==> config.mk <==
export PLATFORM = sky130hd
export DESIGN_NAME = fetch_unit
export DESIGN_NICKNAME = d
export VERILOG_FILES = /design/src/rtl/fetch_pkg.sv /design/src/rtl/fetch_queue.sv /design/src/rtl/fetch_unit.sv
export SDC_FILE = /design/constraint.sdc
export NUM_CORES = 1
export LEC_CHECK = 0
export ABC_AREA = 1
export BUFFER_PORTS_ARGS = -buffer_cell sky130_fd_sc_hd__buf_2
export CORE_ASPECT_RATIO = 1.25
export CORE_UTILIZATION = 45
export CTS_CLUSTER_SIZE = 10
export DETAILED_ROUTE_END_ITERATION = 7
export GPL_TIMING_DRIVEN = 0
export PLACE_DENSITY = 0.71
export SKIP_CTS_REPAIR_TIMING = 1
export SLEW_MARGIN = 5
export SYNTH_ARGS = -nofsm -noshare
export SYNTH_HDL_FRONTEND = slang
export SYNTH_SLANG_ARGS = --single-unit
==> constraint.sdc <==
create_clock -name clk -period 6.8 [get_ports clk]
set_input_delay 0.68 -clock clk [delete_from_list [all_inputs] [get_ports clk]]
set_output_delay 0.68 -clock clk [all_outputs]
set_load 0.05 [all_outputs]
==> src/rtl/fetch_pkg.sv <==
// Shared types and helpers for the instruction-fetch stage and its in-order queue.
package fetch_pkg;

  localparam int XLEN = 32;
  localparam logic [XLEN-1:0] RV32_NOP = 32'h0000_0013;

  typedef struct packed {
    logic [XLEN-1:0] pc;
    logic [XLEN-1:0] inst;
    logic            filled;
  } fetch_slot_t;

  // Pointer width for a power-of-two queue depth; never narrower than one bit.
  function automatic int ptr_width(input int depth);
    return (depth > 2) ? $clog2(depth) : 1;
  endfunction

endpackage

==> src/rtl/fetch_queue.sv <==
// In-order circular buffer: slots are reserved with a PC at request time, filled with
// the instruction when it returns, and popped from the head; flush empties it in one cycle.
module fetch_queue
  import fetch_pkg::*;
#(
  parameter  int QDEPTH = 2,
  localparam int PW     = ptr_width(QDEPTH),
  localparam int CW     = PW + 1
) (
  input  logic              clk,
  input  logic              rst,
  input  logic              flush,
  input  logic              reserve,
  input  logic [XLEN-1:0]   reserve_pc,
  input  logic              fill,
  input  logic [XLEN-1:0]   fill_inst,
  input  logic              pop,
  output fetch_slot_t       head,
  output logic [CW-1:0]     reserved,
  output logic [CW-1:0]     live_out
);

  fetch_slot_t       slots [QDEPTH];
  logic [PW-1:0]     head_ptr;
  logic [PW-1:0]     tail_ptr;
  logic [PW-1:0]     fill_ptr;

  // Pointers wrap naturally because QDEPTH is a power of two.
  always_ff @(posedge clk or negedge rst) begin
    if (!rst) begin
      head_ptr <= '0;
      tail_ptr <= '0;
      fill_ptr <= '0;
      reserved <= '0;
      live_out <= '0;
    end else if (flush) begin
      head_ptr <= tail_ptr;
      fill_ptr <= tail_ptr;
      reserved <= '0;
      live_out <= '0;
    end else begin
      if (reserve) tail_ptr <= tail_ptr + 1'b1;
      if (fill)    fill_ptr <= fill_ptr + 1'b1;
      if (pop)     head_ptr <= head_ptr + 1'b1;
      reserved <= reserved + CW'(reserve) - CW'(pop);
      live_out <= live_out + CW'(reserve) - CW'(fill);
    end
  end

  // The fill slot is always reserved and the tail slot always free, so they never collide.
  always_ff @(posedge clk or negedge rst) begin
    if (!rst) begin
      for (int i = 0; i < QDEPTH; i++) slots[i] <= '0;
    end else if (!flush) begin
      if (reserve) begin
        slots[tail_ptr].pc     <= reserve_pc;
        slots[tail_ptr].inst   <= '0;
        slots[tail_ptr].filled <= 1'b0;
      end
      if (fill) begin
        slots[fill_ptr].inst   <= fill_inst;
        slots[fill_ptr].filled <= 1'b1;
      end
    end
  end

  assign head = slots[head_ptr];

  a_no_overflow: assert property (@(posedge clk) disable iff (!rst)
    (reserve && !flush) |-> (reserved < CW'(QDEPTH) || pop))
    else $error("fetch_queue: reserve while full");
  a_no_underflow: assert property (@(posedge clk) disable iff (!rst)
    (pop && !flush) |-> (reserved != '0))
    else $error("fetch_queue: pop while empty");
  a_fill_has_slot: assert property (@(posedge clk) disable iff (!rst)
    (fill && !flush) |-> (live_out != '0))
    else $error("fetch_queue: fill with no unfilled slot");

endmodule

==> src/rtl/fetch_unit.sv <==
// RV32 instruction-fetch stage: owns the PC, issues imem word requests, queues returned
// instructions in order and re-steers on EX redirects while dropping stale responses.
module fetch_unit
  import fetch_pkg::*;
#(
  parameter logic [XLEN-1:0] RESET_PC = 32'h8000_0000,
  parameter int              QDEPTH   = 2
) (
  input  logic              clk,
  input  logic              rst,
  output logic              imem_req_valid,
  input  logic              imem_req_ready,
  output logic [XLEN-1:0]   imem_req_addr,
  input  logic              imem_rsp_valid,
  input  logic [XLEN-1:0]   imem_rsp_data,
  input  logic              redirect_valid,
  input  logic [XLEN-1:0]   redirect_pc,
  output logic              out_valid,
  input  logic              out_ready,
  output logic [XLEN-1:0]   out_pc,
  output logic [XLEN-1:0]   out_inst
);

  localparam int CW = ptr_width(QDEPTH) + 1;

  logic [XLEN-1:0] pc;
  logic [CW-1:0]   drop_cnt;
  logic [CW-1:0]   reserved;
  logic [CW-1:0]   live_out;
  logic [CW:0]     inflight;
  fetch_slot_t     head;
  logic            req_fire;
  logic            q_reserve;
  logic            q_fill;
  logic            q_pop;
  logic            unused_pc_lsbs;

  // Every request still owed a response, live or stale, counts against the queue depth.
  assign inflight       = {1'b0, live_out} + {1'b0, drop_cnt};
  assign imem_req_valid = rst && (reserved < CW'(QDEPTH)) && (inflight < (CW + 1)'(QDEPTH));
  assign imem_req_addr  = pc;
  assign req_fire       = imem_req_valid && imem_req_ready;

  assign out_valid = (reserved != '0) && head.filled;
  assign out_pc    = head.pc;
  assign out_inst  = head.inst;

  // A redirect overrides all queue bookkeeping for the cycle; the flush wins.
  assign q_reserve = req_fire && !redirect_valid;
  assign q_fill    = imem_rsp_valid && (drop_cnt == '0) && !redirect_valid;
  assign q_pop     = out_valid && out_ready && !redirect_valid;

  assign unused_pc_lsbs = ^redirect_pc[1:0];

  always_ff @(posedge clk or negedge rst) begin
    if (!rst) begin
      pc       <= RESET_PC;
      drop_cnt <= '0;
    end else if (redirect_valid) begin
      pc       <= {redirect_pc[XLEN-1:2], 2'b00};
      drop_cnt <= CW'(inflight + (CW + 1)'(req_fire) - (CW + 1)'(imem_rsp_valid));
    end else begin
      if (req_fire) pc <= pc + 32'd4;
      if (imem_rsp_valid && (drop_cnt != '0)) drop_cnt <= drop_cnt - 1'b1;
    end
  end

  fetch_queue #(
    .QDEPTH (QDEPTH)
  ) u_queue (
    .clk        (clk),
    .rst        (rst),
    .flush      (redirect_valid),
    .reserve    (q_reserve),
    .reserve_pc (pc),
    .fill       (q_fill),
    .fill_inst  (imem_rsp_data),
    .pop        (q_pop),
    .head       (head),
    .reserved   (reserved),
    .live_out   (live_out)
  );

  a_rsp_expected: assert property (@(posedge clk) disable iff (!rst)
    imem_rsp_valid |-> ((live_out != '0) || (drop_cnt != '0)))
    else $error("fetch_unit: imem response with no request outstanding");

endmodule
==> results of run 1 <==
==> cell type report <==
| class | count | area, sq um | share of cell area, % |
|---|---|---|---|
| clock inverters | 14 | 200 | 1.97 |
| repair buffers | 162 | 843 | 8.31 |
| plain buffers | 57 | 335 | 3.31 |
| flip-flops and latches | 165 | 4130 | 40.7 |
| well taps | 228 | 285 | 2.81 |
| multi-input cells | 784 | 3540 | 34.9 |
| clock buffers | 17 | 425 | 4.19 |
| inverters | 103 | 389 | 3.84 |
==> kinds of logic (layout without fill, tap and decap cells) <==
group	count (synthesis)	count (layout)	synth area share, %
flip-flops	165	165	49.3
AND/OR/NAND/NOR	549	549	26.2
other	1	4	0.0448
AO/OA/AOI/OAI	207	207	12.7
adder cells (fa/ha/maj)	10	10	1.58
XOR/XNOR	14	14	1.46
buffers and inverters	160	353	8.65
==> critical path, cell delays in order (launching register included) <==
cell      delay (ps)
dfrtp_1          460
clkbuf_1         500
clkbuf_1         450
nand2_1          120
o21ai_0          110
buf_2            320
==> power groups by stage <==
stage	logic [mW]	registers, mW	clock network (mW)
finish	2.40	1.64	1.03
global route	2.62	1.69	1.09
CTS	2.42	1.63	1.04
detailed placement	2.41	1.65	0
global placement	2.38	1.63	0
floorplan	1.73	1.71	0
==> final timing paths <==
| check | startpoint | endpoint | slack [ps] | cells after the start |
|---|---|---|---|---|
| setup / recovery | u_queue.head_ptr | out_inst[15] | 3730 | 5 |
| min in group clk | redirect_pc[16] | imem_req_addr[16] | 460 | 3 |
| hold reg to reg | u_queue.slots[65] | u_queue.slots[65] | 480 | 2 |
| max in group asynchronous | rst | u_queue.slots[129] | 5730 | 2 |
| hold / removal | rst | u_queue.slots[6] | 170 | 1 |
| setup reg to reg | drop_cnt[0] | u_queue.live_out[1] | 4290 | 10 |
==> flip-flops by register name (all words and copies together), names as in the netlist <==
register          cells
drop_cnt              2
imem_req_addr        30
u_queue.fill_ptr      1
u_queue.head_ptr      1
u_queue.live_out      2
u_queue.reserved      2
u_queue.slots       126
u_queue.tail_ptr      1
==> through the flow <==
| step | worst slack (ps) | total power, mW | cells |
|---|---|---|---|
| final | 3730 | 5.08 | 1530 |
| after global routing | 3630 | 5.40 | 1530 |
| after floorplan | 3930 | 3.44 | 1109 |
| after CTS | 3730 | 5.10 | 1530 |
| after detailed placement | 4180 | 4.06 | 1499 |
| after global placement | 1530 | 4.02 | 1498 |
==> layout by cell type (no fill, tap or decap), drive strengths merged <==
cell type	n
nor3	2
clkinv	4
a21oi	4
clkinvlp	3
a31oi	1
o21a	1
nand2	383
xor2	9
nand3	34
inv	106
bufinv	4
fa	1
xnor2	5
nand4	2
dfrtp	164
o211ai	7
dfstp	1
o21ai	190
a21boi	1
o31ai	1
ha	9
conb	4
buf	199
nor2	126
a211oi	1
clkbuf	37
and2	1
o21bai	1
nor4	1
==> routing by layer <==
| metal | vias up | track usage (%) | part of all wire [%] |
|---|---|---|---|
| met1 | 3584 | 33.6 | 43 |
| met5 | - | 0 | 0 |
| met3 | 38 | 4.65 | 6.3 |
| met2 | 247 | 42.1 | 48 |
| met4 | 0 | 9.58 | 2.1 |
| li1 | 3834 | - | - |
==> metrics.md, run 1 <==
| Metric | Value |
|---|---|
| Placeable Area | `18,200 sq um` |
| Unique masters post-synth | `39` |
| Detailed placement HPWL | `17,200 um` |
| Vias/cell | `5.03` |
| Pre-Repair DR Iteration Count | `5` |
| Worst-Margin Slew | `between 600 and 700 ps` |
| Async SR Flop Fraction | `between 90% and 100%` |
| Total CTS buffers | `17` |
| Leading area contributor after synthesis | `dfrtp_1` |
| Seq/Total Area, Yosys | `49.3%` |
| # rows | `55` |
| Die area | `approximately 19,000 sq um` |
| Area grow syn2layout | `21.1%` |
| Vias in the first global route | `7,430` |
| Largest net degree at the start of global routing | `107` |
| Initial antenna violation count | `0` |
| Max-cap violations | `0` |
| Fmax | `326 MHz` |
| Yosys top cell area share | `approximately half` |
| Slew HR | `58.7%` |
| CP Class | `reg2out` |
| Setup tns final | `0 ps` |
| First-iteration detailed-routing DRC count | `592` |
| Path category of the worst min-delay check | `in2async` |
| Final Hold Violating Endpoints | `0` |
| Worst-skew pair later-pin latency | `430 ps` |
| Antenna Nets Post-Route | `0` |
| Gpl congestion | `between 0.9 and 1` |
| Synth area leaders | `dfrtp_1 49%, nand2_1 17%, o21ai_0 6.0%` |
| FILL cells | `1,779` |
| Syn Std Cell Area | `8380 sq um` |
| Critical Path RT | `6120 ps` |
| Cell area after layout | `about 10,000 sq um` |
| Buffers on Ports | `161` |
| GRT Util Overall | `25.7%` |
| Final Cycle Share | `45.1%` |
| Final Util | `55.8%` |
| CP max FO | `10` |
| Synthesized flop and latch total | `165` |
| CTS tree | `yes` |
| Min cycle time layout | `3070 ps` |
| Gate power share | `47.4%` |
| Area after DPL | `9520 sq um` |
| Max Slew Vio Count | `0` |
| CTS H-tree lvls | `4` |
| Maximum VDD drop | `270 uV` |
| Clock Path Buffers | `2` |
| Count leader, synth | `nand2_1` |
| DRC Markers | `0` |
| Crit. End Element | `output pin` |
| I/O pin cnt | `168` |
| Post-synthesis cell count | `approximately 1,100` |
| Root Driver | `clkbuf_16` |
| Syn_area_per_cell | `7.58 sq um` |
| Clock Sinks | `165` |
| Top_reg_cell synth | `dfrtp_1` |
| Hold slack final | `170 ps` |
| Nets | `1,370` |
| Clock Skew | `10.8 ps` |
| Internal | `2.62 mW` |
| First-pass GRT wire length | `37,800 um` |
| Via count | `7,703` |
| Post-synth top cells | `379 x nand2_1, 164 x dfrtp_1, 123 x nor2_1` |
| Worst-path clk slew | `70 ps` |
| Status | `complete, no violations` |
| Setup-failing EPs final | `0` |
| Reg power frac | `32.3%` |
| RSZ-0062 raised after global routing | `false` |
| Die width | `approximately 120 um` |
| DR WL/cell | `15.4 um` |
| Initial core utilization | `46.1%` |
| Startpoint Class | `flip-flop` |
| Part of the power in the clock network | `20.3%` |
| Switch share | `48.4%` |
| Share of cells above drive strength 1 | `19.0%` |
| Diode count | `0` |
| Total grt overflow | `0` |
| Post-synth EDFFs | `0` |
| Power per Cell Area | `500 nW/um^2` |
| CP Data Arrival Time | `2390 ps` |
| Leak pwr | `5.21 nW` |
| Final WL | `about 24,000 um` |
| Net Switching | `about 2.5 mW` |
| Yosys Warn Count | `0` |
| Die Ht | `155 um` |
(Power assumes the default switching activity.)
==> inputs of run 2 (changes only) <==
Settings changed: PLACE_DENSITY 0.71 to 0.74.
Clock period 6.8 ns to 2.8 ns, I/O delays scaled along.
==> run 2 against run 1 <==
Non-clock buffer count rose by 1. Critical endpoint is now u_queue.live_out[1]. First-iteration DRC count rose by 5.7%. Clock power rose by 120%. Critical path depth rose by 5. Total power rose by 140%. Utilization fell by 0.26 points. Die area did not move. Largest cell class unchanged. Combinational power rose by 140%. Routed wire length rose by 0.30%. Setup slack got worse by 3400 ps. Highest routed layer unchanged.
==> metrics.md, run 2 (synthesis gave the netlist of run 1 again) <==
| Metric | Value |
|---|---|
| Status | `complete, no violations` |
| CP max FO | `10 (unchanged)` |
| Tot Pwr | `12.1 mW (+140%)` |
| Area grow syn2layout | `20.5%` |
| Maximum VDD drop | `791 uV (+190%)` |
| Initial antenna violation count | `0 (unchanged)` |
| DR WL/cell | `15.5 um (+0.17%)` |
| Slowest-stage cell, CP | `fa_1` |
| Gpl congestion | `0.926 (-5.4%)` |
| Crit path largest cell delay | `500 ps (about the same)` |
| Critical Path RT | `3100 ps (-3020 ps)` |
| Cell chain of the critical path | `ha_1, fa_1, nor2_2, nand4_4, nor2_8, buf_6, buf_4, ha_1, xor2_1, nor2_1` |
| CP Class | `reg2reg` |
| Die Ht | `155 um (unchanged)` |
| Register-to-register setup slack | `300 ps (-3990 ps)` |
| DRC Markers | `0 (unchanged)` |
| Path category of the worst min-delay check | `in2reg` |
| Die area | `19,200 sq um (unchanged)` |
| FILL cells | `1,789 (+0.56%)` |
| Total CTS buffers | `17 (unchanged)` |
| FF+latch area | `4130 sq um (unchanged)` |
| RSZ-0062 raised after global routing | `false` |
| Worst-skew pair later-pin latency | `440 ps (about the same)` |
| Startpoint Class | `flip-flop` |
| Max-cap violations | `0 (unchanged)` |
| I/O pin cnt | `168 (unchanged)` |
| # rows | `55 (unchanged)` |
| Clock Skew | `12.8 ps (+2.05 ps)` |
| Clock Path Buffers | `2 (unchanged)` |
| Most common cell after layout, fill and taps aside | `nand2_1` |
| Detailed placement HPWL | `17,300 um (+0.23%)` |
| Initial core utilization | `46.1% (unchanged)` |
| Pre-CTS WS | `299 ps (-3890 ps)` |
| Crit. End Element | `flip-flop` |
| Final Hold Violating Endpoints | `0 (unchanged)` |
| Clock Sinks | `165 (unchanged)` |
| Cell area after layout | `10,100 sq um (-0.47%)` |
| Diode count | `0 (unchanged)` |
| Area after DPL | `9520 sq um (unchanged)` |
| Max Slew Vio Count | `0 (unchanged)` |
| Family with the most delay on the worst path | `adder cells` |
| WP buf/inv | `2 (-1)` |
| CTS tree | `yes` |
| Vias in the first global route | `7,393 (-0.50%)` |
| Root Driver | `clkbuf_16` |
| Pre-Repair DR Iteration Count | `5 (unchanged)` |
| Number of flip-flops in the largest register | `126 (unchanged)` |
| Setup-failing EPs final | `0 (unchanged)` |
| Nets | `1,371 (+0.073%)` |
| Via count | `7,776 (+0.95%)` |
| Antenna Nets Post-Route | `0 (unchanged)` |
| CTS H-tree lvls | `4 (unchanged)` |
| Most frequent cells in the layout | `379 x nand2_1, 178 x buf_2, 164 x dfrtp_1` |
| Share of cells above drive strength 1 | `18.9% (-0.029 points)` |
| Final WL | `23,700 um (+0.30%)` |
| Worst-Margin Slew | `590 ps (-29.7 ps)` |
| Area of the multi-input gates | `3540 sq um (unchanged)` |
| Worst-path clk slew | `70 ps (about the same)` |
| Leak pwr | `5.19 nW (-0.33%)` |
| Buffers on Ports | `161 (unchanged)` |
| Final setup margin | `305 ps (-3430 ps)` |
| Largest net degree at the start of global routing | `119 (+11%)` |
| Power per Cell Area | `1200 nW/um^2 (+140%)` |
| First-iteration detailed-routing DRC count | `626 (+5.7%)` |
| First-pass GRT wire length | `37,900 um (+0.24%)` |
| Die width | `124 um (unchanged)` |
| Total grt overflow | `0 (unchanged)` |
| Final Cycle Share | `between 80% and 90%` |
| Slew HR | `60.7% (+2.0 points)` |
| Worst path most repeated cell | `ha_1` |
| CP Data Arrival Time | `2790 ps (+400 ps)` |
| Placeable Area | `18,200 sq um (unchanged)` |
| Hold slack final | `49.6 ps (-120 ps)` |
| Fmax | `between 400 and 500 MHz` |
| GRT Util Overall | `25.9% (+0.14 points)` |
| Biggest register | `u_queue.slots` |
| Vias/cell | `5.08 (+0.82%)` |
| Setup tns final | `0 ps (unchanged)` |
| Min cycle time layout | `2500 ps` |
[run 2: final timing paths]
kind / start / endpoint / depth (start not counted)
worst max-delay path: drop_cnt[0] / u_queue.live_out[1] / 10
worst min-delay path: redirect_pc[21] / imem_req_addr[21] / 3
worst max register to register: drop_cnt[0] / u_queue.live_out[1] / 10
worst min register to register: u_queue.slots[65] / u_queue.slots[65] / 2
max in group asynchronous: rst / u_queue.live_out[1] / 3
min in group asynchronous: rst / u_queue.slots[90] / 2
[run 2: metal layers]
metal	vias to the layer above	GRT usage (%)	wire length [um]
li1	3839	-	-
met1	3612	32.6	9930
met5	-	0	0
met4	0	10.9	664
met2	287	43.1	11600
met3	38	4.57	1520
[run 2: layout make-up]
type                       instances  share of cell area (%)
sequential                       165                    40.9
multi-input combinational        784                    35.0
timing repair buffer             163                    8.45
clock buffer                      20                    4.42
inverter                         103                    3.85
buffer                            57                    3.33
tap                              228                    2.83
clock inverter                    12                    1.19
[run 2: report_power, final]
| part | internal (mW) | total [mW] | switching (mW) | leakage [nW] |
|---|---|---|---|---|
| Sequential | 3.38 | 3.97 | 0.590 | 2.09 |
| Clock | 1.26 | 2.28 | 1.02 | 0.272 |
| Combinational | 1.48 | 5.85 | 4.37 | 2.83 |
| Total | 6.12 | 12.1 | 5.98 | 5.19 |
[run 2: worst register-to-register path: stages (launching register included)]
cell and delay, ps:
dfrtp_1 400, ha_1 220, fa_1 500, nor2_2 170, nand4_4 150, nor2_8 180
buf_6 170, buf_4 210, ha_1 180, xor2_1 140, nor2_1 50
[run 2: metrics by stage]
step / util [%] / std cells
finish: 55.6 / 1532
global route: 55.6 / 1532
CTS: 55.5 / 1531
detailed placement: 52.4 / 1499
global placement: 52.2 / 1498
floorplan: - / 1109
